**src/rtl/alu_share_arb.sv**
```systemverilog
// alu_share_arb: round-robin arbiter that shares one combinational add/sub
// unit between two requesters. A granted operation drives registered operands
// to the adder for LAT settle cycles. The adder result is then registered and
// held for the winning requester until that requester consumes it.
module alu_share_arb #(
    parameter int WIDTH = 8,
    parameter int LAT   = 1
) (
    input  logic             clk,
    input  logic             rst_n,
    input  logic             r0_valid,
    output logic             r0_ready,
    input  logic [WIDTH-1:0] r0_a,
    input  logic [WIDTH-1:0] r0_b,
    input  logic             r0_op,
    input  logic             r1_valid,
    output logic             r1_ready,
    input  logic [WIDTH-1:0] r1_a,
    input  logic [WIDTH-1:0] r1_b,
    input  logic             r1_op,
    output logic [WIDTH-1:0] add_a,
    output logic [WIDTH-1:0] add_b,
    output logic             add_op,
    input  logic [WIDTH-1:0] add_s,
    input  logic             add_cout,
    input  logic             add_ovf,
    output logic [1:0]       rsp_valid,
    input  logic [1:0]       rsp_ready,
    output logic [WIDTH-1:0] rsp_s,
    output logic             rsp_cout,
    output logic             rsp_ovf
);

    typedef enum logic [1:0] {
        IDLE = 2'd0,
        EXEC = 2'd1,
        RESP = 2'd2
    } state_t;

    // Settle counter preload: the EXEC cycle with cnt==0 is the capture cycle.
    localparam logic [3:0] LAT_M1 = 4'(LAT - 1);

    state_t           state_q, state_d;
    logic [WIDTH-1:0] add_a_q, add_a_d;
    logic [WIDTH-1:0] add_b_q, add_b_d;
    logic             add_op_q, add_op_d;
    logic [1:0]       rsp_valid_q, rsp_valid_d;
    logic [WIDTH-1:0] rsp_s_q, rsp_s_d;
    logic             rsp_cout_q, rsp_cout_d;
    logic             rsp_ovf_q, rsp_ovf_d;
    logic             id_q, id_d;
    logic             last_grant_q, last_grant_d;
    logic [3:0]       cnt_q, cnt_d;
    logic             grant_valid_s;
    logic             grant_id_s;

    // Round-robin pick: a lone requester wins, a tie goes to the one not served last.
    always_comb begin
        grant_valid_s = 1'b0;
        grant_id_s    = 1'b0;
        if (r0_valid && r1_valid) begin
            grant_valid_s = 1'b1;
            grant_id_s    = ~last_grant_q;
        end else if (r0_valid) begin
            grant_valid_s = 1'b1;
            grant_id_s    = 1'b0;
        end else if (r1_valid) begin
            grant_valid_s = 1'b1;
            grant_id_s    = 1'b1;
        end else begin
            grant_valid_s = 1'b0;
            grant_id_s    = 1'b0;
        end
    end

    // FSM state register.
    always_ff @(posedge clk or negedge rst_n) begin
        if (!rst_n) begin
            state_q <= IDLE;
        end else begin
            state_q <= state_d;
        end
    end

    // FSM next state: IDLE -> EXEC on grant, EXEC -> RESP after settle, RESP -> IDLE on consume.
    always_comb begin
        state_d = state_q;
        case (state_q)
            IDLE: begin
                if (grant_valid_s) state_d = EXEC;
                else               state_d = IDLE;
            end
            EXEC: begin
                if (cnt_q == 4'd0) state_d = RESP;
                else               state_d = EXEC;
            end
            RESP: begin
                if (rsp_ready[id_q]) state_d = IDLE;
                else                 state_d = RESP;
            end
            default: state_d = IDLE;
        endcase
    end

    // FSM outputs: ready only in IDLE, only to the current grant winner.
    always_comb begin
        r0_ready = 1'b0;
        r1_ready = 1'b0;
        if ((state_q == IDLE) && grant_valid_s) begin
            if (grant_id_s) r1_ready = 1'b1;
            else            r0_ready = 1'b1;
        end else begin
            r0_ready = 1'b0;
            r1_ready = 1'b0;
        end
    end

    // Datapath next values: latch operands on grant, capture result, release on consume.
    always_comb begin
        add_a_d      = add_a_q;
        add_b_d      = add_b_q;
        add_op_d     = add_op_q;
        rsp_valid_d  = rsp_valid_q;
        rsp_s_d      = rsp_s_q;
        rsp_cout_d   = rsp_cout_q;
        rsp_ovf_d    = rsp_ovf_q;
        id_d         = id_q;
        last_grant_d = last_grant_q;
        cnt_d        = cnt_q;
        case (state_q)
            IDLE: begin
                if (grant_valid_s) begin
                    add_a_d      = grant_id_s ? r1_a  : r0_a;
                    add_b_d      = grant_id_s ? r1_b  : r0_b;
                    add_op_d     = grant_id_s ? r1_op : r0_op;
                    id_d         = grant_id_s;
                    last_grant_d = grant_id_s;
                    cnt_d        = LAT_M1;
                end else begin
                    cnt_d = cnt_q;
                end
            end
            EXEC: begin
                if (cnt_q == 4'd0) begin
                    rsp_s_d     = add_s;
                    rsp_cout_d  = add_cout;
                    rsp_ovf_d   = add_ovf;
                    rsp_valid_d = id_q ? 2'b10 : 2'b01;
                end else begin
                    cnt_d = cnt_q - 4'd1;
                end
            end
            RESP: begin
                if (rsp_ready[id_q]) begin
                    rsp_valid_d = 2'b00;
                end else begin
                    rsp_valid_d = rsp_valid_q;
                end
            end
            default: begin
                rsp_valid_d = 2'b00;
            end
        endcase
    end

    // Datapath registers; reset discards any in-flight transaction.
    always_ff @(posedge clk or negedge rst_n) begin
        if (!rst_n) begin
            add_a_q      <= '0;
            add_b_q      <= '0;
            add_op_q     <= 1'b0;
            rsp_valid_q  <= 2'b00;
            rsp_s_q      <= '0;
            rsp_cout_q   <= 1'b0;
            rsp_ovf_q    <= 1'b0;
            id_q         <= 1'b0;
            last_grant_q <= 1'b1;
            cnt_q        <= 4'd0;
        end else begin
            add_a_q      <= add_a_d;
            add_b_q      <= add_b_d;
            add_op_q     <= add_op_d;
            rsp_valid_q  <= rsp_valid_d;
            rsp_s_q      <= rsp_s_d;
            rsp_cout_q   <= rsp_cout_d;
            rsp_ovf_q    <= rsp_ovf_d;
            id_q         <= id_d;
            last_grant_q <= last_grant_d;
            cnt_q        <= cnt_d;
        end
    end

    assign add_a     = add_a_q;
    assign add_b     = add_b_q;
    assign add_op    = add_op_q;
    assign rsp_valid = rsp_valid_q;
    assign rsp_s     = rsp_s_q;
    assign rsp_cout  = rsp_cout_q;
    assign rsp_ovf   = rsp_ovf_q;

endmodule
```
**config.mk**
```make
export PLATFORM = sky130hd
export DESIGN_NAME = alu_share_arb
export DESIGN_NICKNAME = d
export VERILOG_FILES = /design/src/rtl/alu_share_arb.sv
export SDC_FILE = /design/constraint.sdc
export NUM_CORES = 1
export LEC_CHECK = 0
export BUFFER_PORTS_ARGS = -buffer_cell sky130_fd_sc_hd__buf_4
export CELL_PAD_IN_SITES_DETAIL_PLACEMENT = 0
export CELL_PAD_IN_SITES_GLOBAL_PLACEMENT = 2
export CORE_MARGIN = 4
export CORE_UTILIZATION = 23
export DETAILED_ROUTE_END_ITERATION = 12
export PLACE_DENSITY_LB_ADDON = 0.3
export SLEW_MARGIN = 20
export SYNTH_ARGS = -nofsm -noshare
export SYNTH_HDL_FRONTEND = slang
export SYNTH_SLANG_ARGS = --single-unit
```
**constraint.sdc**
```tcl
create_clock -name clk -period 2.8 [get_ports clk]
set_clock_uncertainty 0.05 [all_clocks]
set_input_delay 0 -clock clk [delete_from_list [all_inputs] [get_ports clk]]
set_output_delay 0 -clock clk [all_outputs]
set_load 0.05 [all_outputs]
```
==> summary.md, run 1 <==
| Metric | Value |
|---|---|
| Status | `complete, no violations` |
| Synth Flop Type | `dfrtp_1` |
| Wire per inst | `13.71 µm` |
| Row Count | `31` |
| WP data required | `2.98 ns` |
| First-pass GRT wire length | `7997 µm` |
| LEAKAGE | `1.434 nW` |
| Worst VDD drop | `0.5378 mV` |
| Placed cell count | `303` |
| Drc violations | `0` |
| Max Fclk | `401.2 MHz` |
| Clock transition at path regs | `0.08 ns` |
| Share of cells above drive strength 1 | `0.3938` |
| Max-Cap Viols | `0` |
| Seq/Total Area, Yosys | `0.5437` |
| Antenna-violating nets left | `0` |
| Min Tclk post-route | `2.492 ns` |
| Reg-to-reg startpoint | `state_q[0]` |
| Slew Viols, Final | `0` |
| Number of global-route vias before repair | `1679` |
| Grt ovf | `0` |
| Chip height | `94.11 µm` |
| Max Fanout on Critical Path | `20` |
| N_diodes | `0` |
| Pwr Total | `3.651 mW` |
| Unrepaired setup endpoints after global routing | `false` |
| Syn Area/Cell | `12.73 µm²` |
| RePlAce Congestion | `0.6739` |
| Worst setup SP type | `flip-flop` |
| Largest net degree at the start of global routing | `38` |
| HP Class | `primary input to flip-flop` |
| Final worst path period share | `0.8901` |
| Die Wd | `94.11 µm` |
| Root Driver | `clkbuf_8` |
| TritonRoute pass-1 iters | `4` |
| Starting density of the core | `0.2364` |
| Gr usage total | `0.1145` |
| Core area | `7214 µm²` |
| Fin. Hold Viols | `0` |
| Setup CP Type | `flip-flop to flip-flop` |
| CP startpoint | `state_q[0]` |
| CP Capture Type | `flip-flop` |
| Most instantiated library cell after synthesis | `dfrtp_1` |
| Worst-Skew Late Latency | `0.28 ns` |
| Non-filler instance count after layout | `358` |
| Post-synth cell types | `36` |
| CTS Sinks | `37` |
| Warnings, synthesis | `0` |
| Total die area | `8857 µm²` |
| CTS Buf Count | `5` |
| Min-delay src | `r0_valid` |
| I/O Buffers | `80` |
| Post-CTS Resized | `0` |
| Synth area leader | `dfrtp_1` |
| Final setup fails | `0` |
| Asr flop ratio synth | `1.000` |
| Mapped Cells | `134` |
| Flop and latch count out of synthesis | `37` |
| Nets | `309` |
| R2r setup slk | `0.31 ns` |
| CTS H-tree lvls | `2` |
| Post-DP HPWL | `3168 µm` |
| Total wire length | `4909 µm` |
| Via count | `1588` |
| CP Data Arrival Time | `2.67 ns` |
| P&R area growth vs syn | `72.34%` |
| Routed vias/inst | `4.436` |
| TritonCTS clock tree | `yes` |
| 1st-iter DRT viols | `57` |
| Synthesized net count | `185` |
| Worst slew pin tran | `0.9018 ns` |
| TNS Setup | `0 ns` |
| Most instantiated cells after synthesis | `dfrtp_1, and3_1, a221o_1` |
| I/O pin total | `81` |
| Postcts setup bufs | `0` |
| P per Cell Area | `1242 nW/µm²` |
| Number of flops mapped to enable cells by yosys | `0` |
| Post-Syn Area | `1705 µm²` |
| Initial antenna violation count | `0` |
| CTS max path bufs | `2` |
| Top-area cell type share of the netlist area | `0.5282` |
| Relative slew slack | `0.3987` |
| Cells taking the most area after synthesis | `dfrtp_1, a221o_1, and3_1` |
==> state kept, by name, summed over array words and instances, names as in the netlist <==
register,flops
cnt_q,4
id_q,1
rsp_s,8
rsp_cout,1
state_q,2
last_grant_q,1
rsp_valid,2
rsp_ovf,1
add_b,8
add_op,1
add_a,8
==> power breakdown <==
| group | total [mW] | switching (mW) | leakage, nW | internal, mW |
|---|---|---|---|---|
| Sequential | 0.988 | 0.192 | 0.453 | 0.796 |
| Clock | 0.554 | 0.200 | 0.0681 | 0.354 |
| Combinational | 2.11 | 1.22 | 0.913 | 0.883 |
==> cell type report <==
type / instances / area, µm²
inverters: 3 / 11.26
clock buffers: 5 / 68.82
repair buffers: 127 / 1071
well taps: 99 / 123.9
flip-flops and latches: 37 / 927.1
multi-input cells: 84 / 671.9
clock inverters: 3 / 65.06
fillers: 736 / 4275
==> metal layers <==
| layer | GRT usage | up-vias | part of all wire |
|---|---|---|---|
| li1 | - | 756 | - |
| met1 | 0.1436 | 753 | 0.43 |
| met2 | 0.1833 | 70 | 0.46 |
| met3 | 0.04247 | 9 | 0.091 |
| met4 | 0.03369 | 0 | 0.015 |
| met5 | 0 | - | 0 |
==> cells by family (layout without fill, tap and decap cells) <==
family | Yosys count | in the layout | synth area share
DFF | 37 | 37 | 0.5437
buffers and inverters | 13 | 138 | 0.06236
AOI/OAI and AO/OA | 30 | 30 | 0.1511
adders and majority gates | 1 | 1 | 0.007336
and+or+nand+nor | 39 | 39 | 0.1460
muxes | 14 | 14 | 0.08950
==> placed cells by master (no fill, tap or decap), drive strengths merged, types with 4 or more instances in the layout <==
master        n
mux2         10
o21ai         7
dfrtp        36
mux2i         4
buf          80
and3         18
a221o        17
clkbuf        5
dlygate4sd3  47
nor3          4
==> final timing paths <==
| kind | to | cells after the start |
|---|---|---|
| max reg2reg | add_a[5] | 4 |
| max | add_a[5] | 4 |
| max in group asynchronous | last_grant_q | 2 |
| min in group asynchronous | rsp_ovf | 2 |
| min reg2reg | rsp_s[4] | 1 |
| min | state_q[0] | 3 |
==> worst max-delay path: stages (launching register included) <==
cell,delay [ns]
dfrtp_1,0.49
nor2_4,0.37
and3_1,0.70
a221o_1,0.26
dlygate4sd3_1,0.55
==> what timing repair did <==
| action | 4_1_cts | 5_1_grt |
|---|---|---|
| hold buffers | 47 | 0 |
| hold endpoints to repair | 65 | 0 |
| setup endpoints to repair | 0 | 0 |
==> per-stage QoR <==
stage | worst slack, ns | instance area, µm² | hold WS, ns | util
floorplan | 1.182 | 1705 | -0.3456 | -
detailed placement | 0.8502 | 2335 | -0.04133 | 0.3236
global route | 0.1276 | 2939 | 0.01987 | 0.4074
finish | 0.3078 | 2939 | 0.001138 | 0.4074
global placement | 0.8567 | 2335 | -0.04472 | 0.3236
CTS | 0.3171 | 2939 | 0.004064 | 0.4074
No activity file was read; power rests on OpenSTA's default activity.
==> run 2, diff against run 1 <==
==> constraint.sdc (replaced) <==
create_clock -name clk -period 2.8 [get_ports clk]
set_clock_uncertainty 0.05 [all_clocks]
set_input_delay 0.42 -clock clk [delete_from_list [all_inputs] [get_ports clk]]
set_output_delay 0.42 -clock clk [all_outputs]
set_load 0.05 [all_outputs]
==> run 2 against run 1 <==
Non-clock buffer count down 45; sequential cell count unchanged; hold slack better by 0.043 ns; clock-buffer cell count up 1; die area unchanged; sequential power about the same; critical path depth down 1; routed wire length down 8.7%; core utilization down 7.0 points; setup slack better by 0.36 ns; via count down 13%; register-to-register slack better by 0.65 ns.
==> summary.md, run 2 (synthesis results as in run 1) <==
| Metric | Value |
|---|---|
| CTS max path bufs | `2` |
| Status | `complete, no violations` |
| Final worst path period share | `0.7622` |
| Root Driver | `clkbuf_8` |
| Min Tclk post-route | `2.134 ns` |
| Row Count | `31` |
| Max-Cap Viols | `0` |
| Post-DP HPWL | `3278 µm` |
| Non-filler instance count after layout | `313` |
| Chip height | `94.11 µm` |
| Total die area | `8857 µm²` |
| # fillers | `781` |
| Max Fclk | `468.6 MHz` |
| LEAKAGE | `1.212 nW` |
| Wire per inst | `14.32 µm` |
| Largest net degree at the start of global routing | `38` |
| Grt ovf | `0` |
| Number of global-route vias before repair | `1448` |
| Most common cell after layout, fill and taps aside | `buf_4` |
| Fin. Hold Viols | `0` |
| Nets | `264` |
| Final setup fails | `0` |
| CTS Sinks | `37` |
| WP data required | `2.33 ns` |
| Share of cells above drive strength 1 | `0.4813` |
| CP Data Arrival Time | `1.66 ns` |
| TritonCTS clock tree | `yes` |
| Starting density of the core | `0.2364` |
| Post-CTS Resized | `0` |
| Unrepaired setup endpoints after global routing | `false` |
| P&R area growth vs syn | `42.63%` |
| Routed vias/inst | `4.422` |
| TNS Setup | `0 ns` |
| Worst setup SP type | `flip-flop` |
| Max Fanout on Critical Path | `20` |
| Post-CTS Hold Fix Bufs | `0` |
| Die Wd | `94.11 µm` |
| Relative slew slack | `0.4159` |
| 1st-iter DRT viols | `56` |
| Total wire length | `4483 µm` |
| Placed cell count | `305` |
| Antenna-violating nets left | `0` |
| Via count | `1384` |
| Worst slew pin tran | `0.8760 ns` |
| RePlAce Congestion | `0.6622` |
| CP Capture Type | `primary output` |
| Setup CP Type | `flip-flop to primary output` |
| Worst-Skew Late Latency | `0.28 ns` |
| Drc violations | `0` |
| Most frequent cells in the layout | `buf_4, dfrtp_1, and3_1, a221o_1` |
| Initial antenna violation count | `0` |
| Footprint of the multi-input gates | `671.9 µm²` |
| First-pass GRT wire length | `7431 µm` |
| Sequential Area | `927.1 µm²` |
| I/O pin total | `81` |
| CTS H-tree lvls | `2` |
| Clock transition at path regs | `0.07 ns` |
| I/O Buffers | `80` |
| TritonRoute pass-1 iters | `4` |
| CTS Buf Count | `5` |
| N_diodes | `0` |
| Slew Viols, Final | `0` |
| HP Class | `primary input to asynchronous set/reset pin` |
| Postcts setup bufs | `0` |
| Worst VDD drop | `0.4276 mV` |
| P per Cell Area | `1316 nW/µm²` |
| Core area | `7214 µm²` |
| Gr usage total | `0.1078` |
## run 2: changes by cell type in the layout (fill, tap and decap cells not counted)
cell	previous run	this run
clkbuf_1	0	1
buf_4	80	82
dlygate4sd3_1	47	0
clkinv_2	1	2
bufinv_16	2	0
## run 2: worst paths after layout
check | start | to | slack, ns | cells after the start
setup reg to reg | state_q[0] | add_a[5] | 0.96 | 3
hold / removal | rst_n | rsp_ovf | 0.04 | 1
max in group asynchronous | rst_n | last_grant_q | 2.30 | 1
hold reg to reg | rsp_s[6] | rsp_s[6] | 0.45 | 1
min in group clk | add_s[6] | rsp_s[6] | 0.31 | 2
setup / recovery | state_q[0] | r1_ready | 0.67 | 3
## run 2: where the power goes
part | switching [mW] | leakage, nW | internal [mW]
Clock | 0.179 | 0.0450 | 0.172
Sequential | 0.189 | 0.453 | 0.797
Combinational | 1.19 | 0.714 | 0.674
Total | 1.56 | 1.21 | 1.64
## run 2: layout make-up
class,count,area share
flip-flops and latches,37,0.3812
clock buffers,6,0.02984
inverters,3,0.004630
repair buffers,82,0.2531
clock inverters,2,0.004115
multi-input cells,84,0.2762
well taps,99,0.05093
## run 2: routing by layer
metal / global-route usage / share of wire
met2: 0.1591 / 0.42
met5: 0 / 0
met4: 0.02527 / 0.0038
met3: 0.05449 / 0.11
met1: 0.1402 / 0.47
## run 2: metrics by stage
stage               area, µm²  power [mW]  hold slack, ns    util  setup slack [ns]
global route             2432       3.410         0.07781  0.3371            0.5470
detailed placement       2350       2.878          0.3699  0.3257            0.9592
finish                   2432       3.200         0.04454  0.3371            0.6659
CTS                      2432       3.249         0.05477  0.3371            0.6501
floorplan                1705       2.385         0.07441       -            0.9562
global placement         2350       2.870          0.3741  0.3257            0.9820
## run 2: worst max-delay path: stages, from the launching register on
cell     delay (ns)
dfrtp_1        0.49
nor2_4         0.39
and2_1         0.27
buf_4          0.23
==> run 3, diff against run 2 <==
clock period = 1.8 ns   (was 2.8 ns; I/O delays follow)
==> run 3 against run 2 <==
Setup slack got worse by 0.54 ns; clock-buffer cell count rose by 2; global-route usage up 0.21 points; critical path depth unchanged; power rose by 60%; routed wire length grew 2.3%; sequential power rose by 54%; final cell count rose by 1.9%; sequential share of layout area shrank 0.97 points; clock power rose by 58%; critical path type unchanged.
==> summary.md, run 3 (synthesis results as in run 1) <==
| Metric | Value |
|---|---|
| Status | `complete, no violations` |
| Die Wd | `94.11 µm` |
| CTS max path bufs | `2` |
| P&R area growth vs syn | `46.37%` |
| Pwr Total | `5.116 mW` |
| Footprint of the multi-input gates | `690.7 µm²` |
| Clock transition at path regs | `0.07 ns` |
| CTS Buf Count | `5` |
| Drc violations | `0` |
| Final instance area | `2496 µm²` |
| Root Driver | `clkbuf_8` |
| First-pass GRT wire length | `7465 µm` |
| Worst VDD drop | `0.7890 mV` |
| Max Fanout on Critical Path | `3` |
| Grt ovf | `0` |
| Antenna-violating nets left | `0` |
| Relative slew slack | `0.4258` |
| Final setup fails | `0` |
| Largest net degree at the start of global routing | `38` |
| Via count | `1424` |
| Nets | `270` |
| I/O Buffers | `80` |
| Total wire length | `4587 µm` |
| Worst-Skew Late Latency | `0.28 ns` |
| RePlAce Congestion | `0.6840` |
| Final worst path period share | `0.9279` |
| Row Count | `31` |
| M1 GR Usage | `0.1429` |
| WP data required | `1.48 ns` |
| HP Class | `primary input to flip-flop` |
| Max-Cap Viols | `0` |
| Core area | `7214 µm²` |
| Grt peak-use layer | `met2` |
| Placed Area | `2372 µm²` |
| Max Fclk | `598.7 MHz` |
| P per Cell Area | `2049 nW/µm²` |
| GRT met2 Usage | `0.1520` |
| N_diodes | `0` |
| 1st-iter DRT viols | `37` |
| Initial antenna violation count | `0` |
| Min Tclk post-route | `1.670 ns` |
| Unrepaired setup endpoints after global routing | `false` |
| I/O pin total | `81` |
| Gr usage total | `0.1099` |
| Buf/Inv on CP | `1` |
| Starting density of the core | `0.2364` |
| CTS H-tree lvls | `2` |
| Most common cell after layout, fill and taps aside | `buf_4` |
| Max incr delay on CP | `0.57 ns` |
| Post-DP HPWL | `3434 µm` |
| # fillers | `785` |
| CTS Sinks | `37` |
| LEAKAGE | `1.248 nW` |
| Setup CP Type | `flip-flop to primary output` |
| TNS Setup | `0 ns` |
| Most frequent cells in the layout | `buf_4, dfrtp_1, and3_1, a221o_1` |
| CP Capture Type | `primary output` |
| Routed vias/inst | `4.464` |
| Slew Viols, Final | `0` |
| Total die area | `8857 µm²` |
| Worst slew pin tran | `0.8612 ns` |
| Share of cells above drive strength 1 | `0.4818` |
| Slowest-stage cell, CP | `dfstp_2` |
| Chip height | `94.11 µm` |
| CP Data Arrival Time | `1.35 ns` |
| TritonCTS clock tree | `yes` |
| Worst setup SP type | `flip-flop` |
| Number of global-route vias before repair | `1538` |
| Wire per inst | `14.38 µm` |
| TritonRoute pass-1 iters | `4` |
| Delay-heaviest family, CP | `flip-flops` |
| Sequential Area | `927.1 µm²` |
| GR Util met3 | `0.05769` |
| Fin. Hold Viols | `0` |
| CP Cell Sequence | `nand2b_1, and3_1, buf_4` |
## run 3: final timing paths
path / slack (ns) / start / depth (start not counted) / to
min reg2reg: 0.44 / rsp_ovf / 1 / rsp_ovf
min: 0.14 / add_s[5] / 2 / rsp_s[5]
max reg2reg: 0.16 / cnt_q[0] / 5 / rsp_s[4]
max: 0.13 / last_grant_q / 3 / r0_ready
max in group asynchronous: 0.90 / rst_n / 2 / last_grant_q
min in group asynchronous: 0.44 / rst_n / 2 / rsp_s[1]
## run 3: area by class of cell
class,instances,area share
flip-flops and latches,37,0.3714
multi-input cells,84,0.2767
repair buffers,88,0.2657
well taps,99,0.04962
clock buffers,8,0.03208
inverters,3,0.004511
## run 3: routing by layer
metal / vias to the layer above / share of wire
li1: 677 / -
met1: 673 / 0.45
met2: 65 / 0.41
met3: 9 / 0.12
met4: 0 / 0.017
met5: - / 0
## run 3: worst register-to-register path, stage by stage, from the launching register on
cell,delay [ns]
dfrtp_1,0.41
inv_1,0.07
ha_1,0.20
nor3b_4,0.28
nand2_4,0.17
mux2_1,0.34
## run 3: per-stage QoR
stage / instances / setup WS (ns) / utilization / hold slack [ns]
2_1_floorplan: 134 / 0.1062 / - / -0.07559
3_3_place_gp: 308 / 0.06722 / 0.3288 / 0.2238
3_5_place_dp: 308 / 0.05118 / 0.3288 / 0.2212
4_1_cts: 318 / 0.02768 / 0.3434 / 0.1295
5_1_grt: 319 / 0.04101 / 0.3460 / 0.1339
6_report: 319 / 0.1297 / 0.3460 / 0.1438
## run 3: what timing repair did
| item | 4_1_cts | 5_1_grt |
|---|---|---|
| setup endpoints to repair | 1 | 12 |
| buffers inserted | 1 | 1 |
| pin swaps | 1 | 1 |
| hold buffers | 1 | 0 |
| endpoints found under the hold margin | 36 | 0 |
| gates resized for setup | 1 | 2 |
## run 3: power by group
part	switching, mW	leakage (nW)	internal [mW]	total [mW]
registers	0.278	0.453	1.24	1.52
logic	1.90	0.755	1.14	3.04
clock network	0.280	0.0395	0.275	0.556
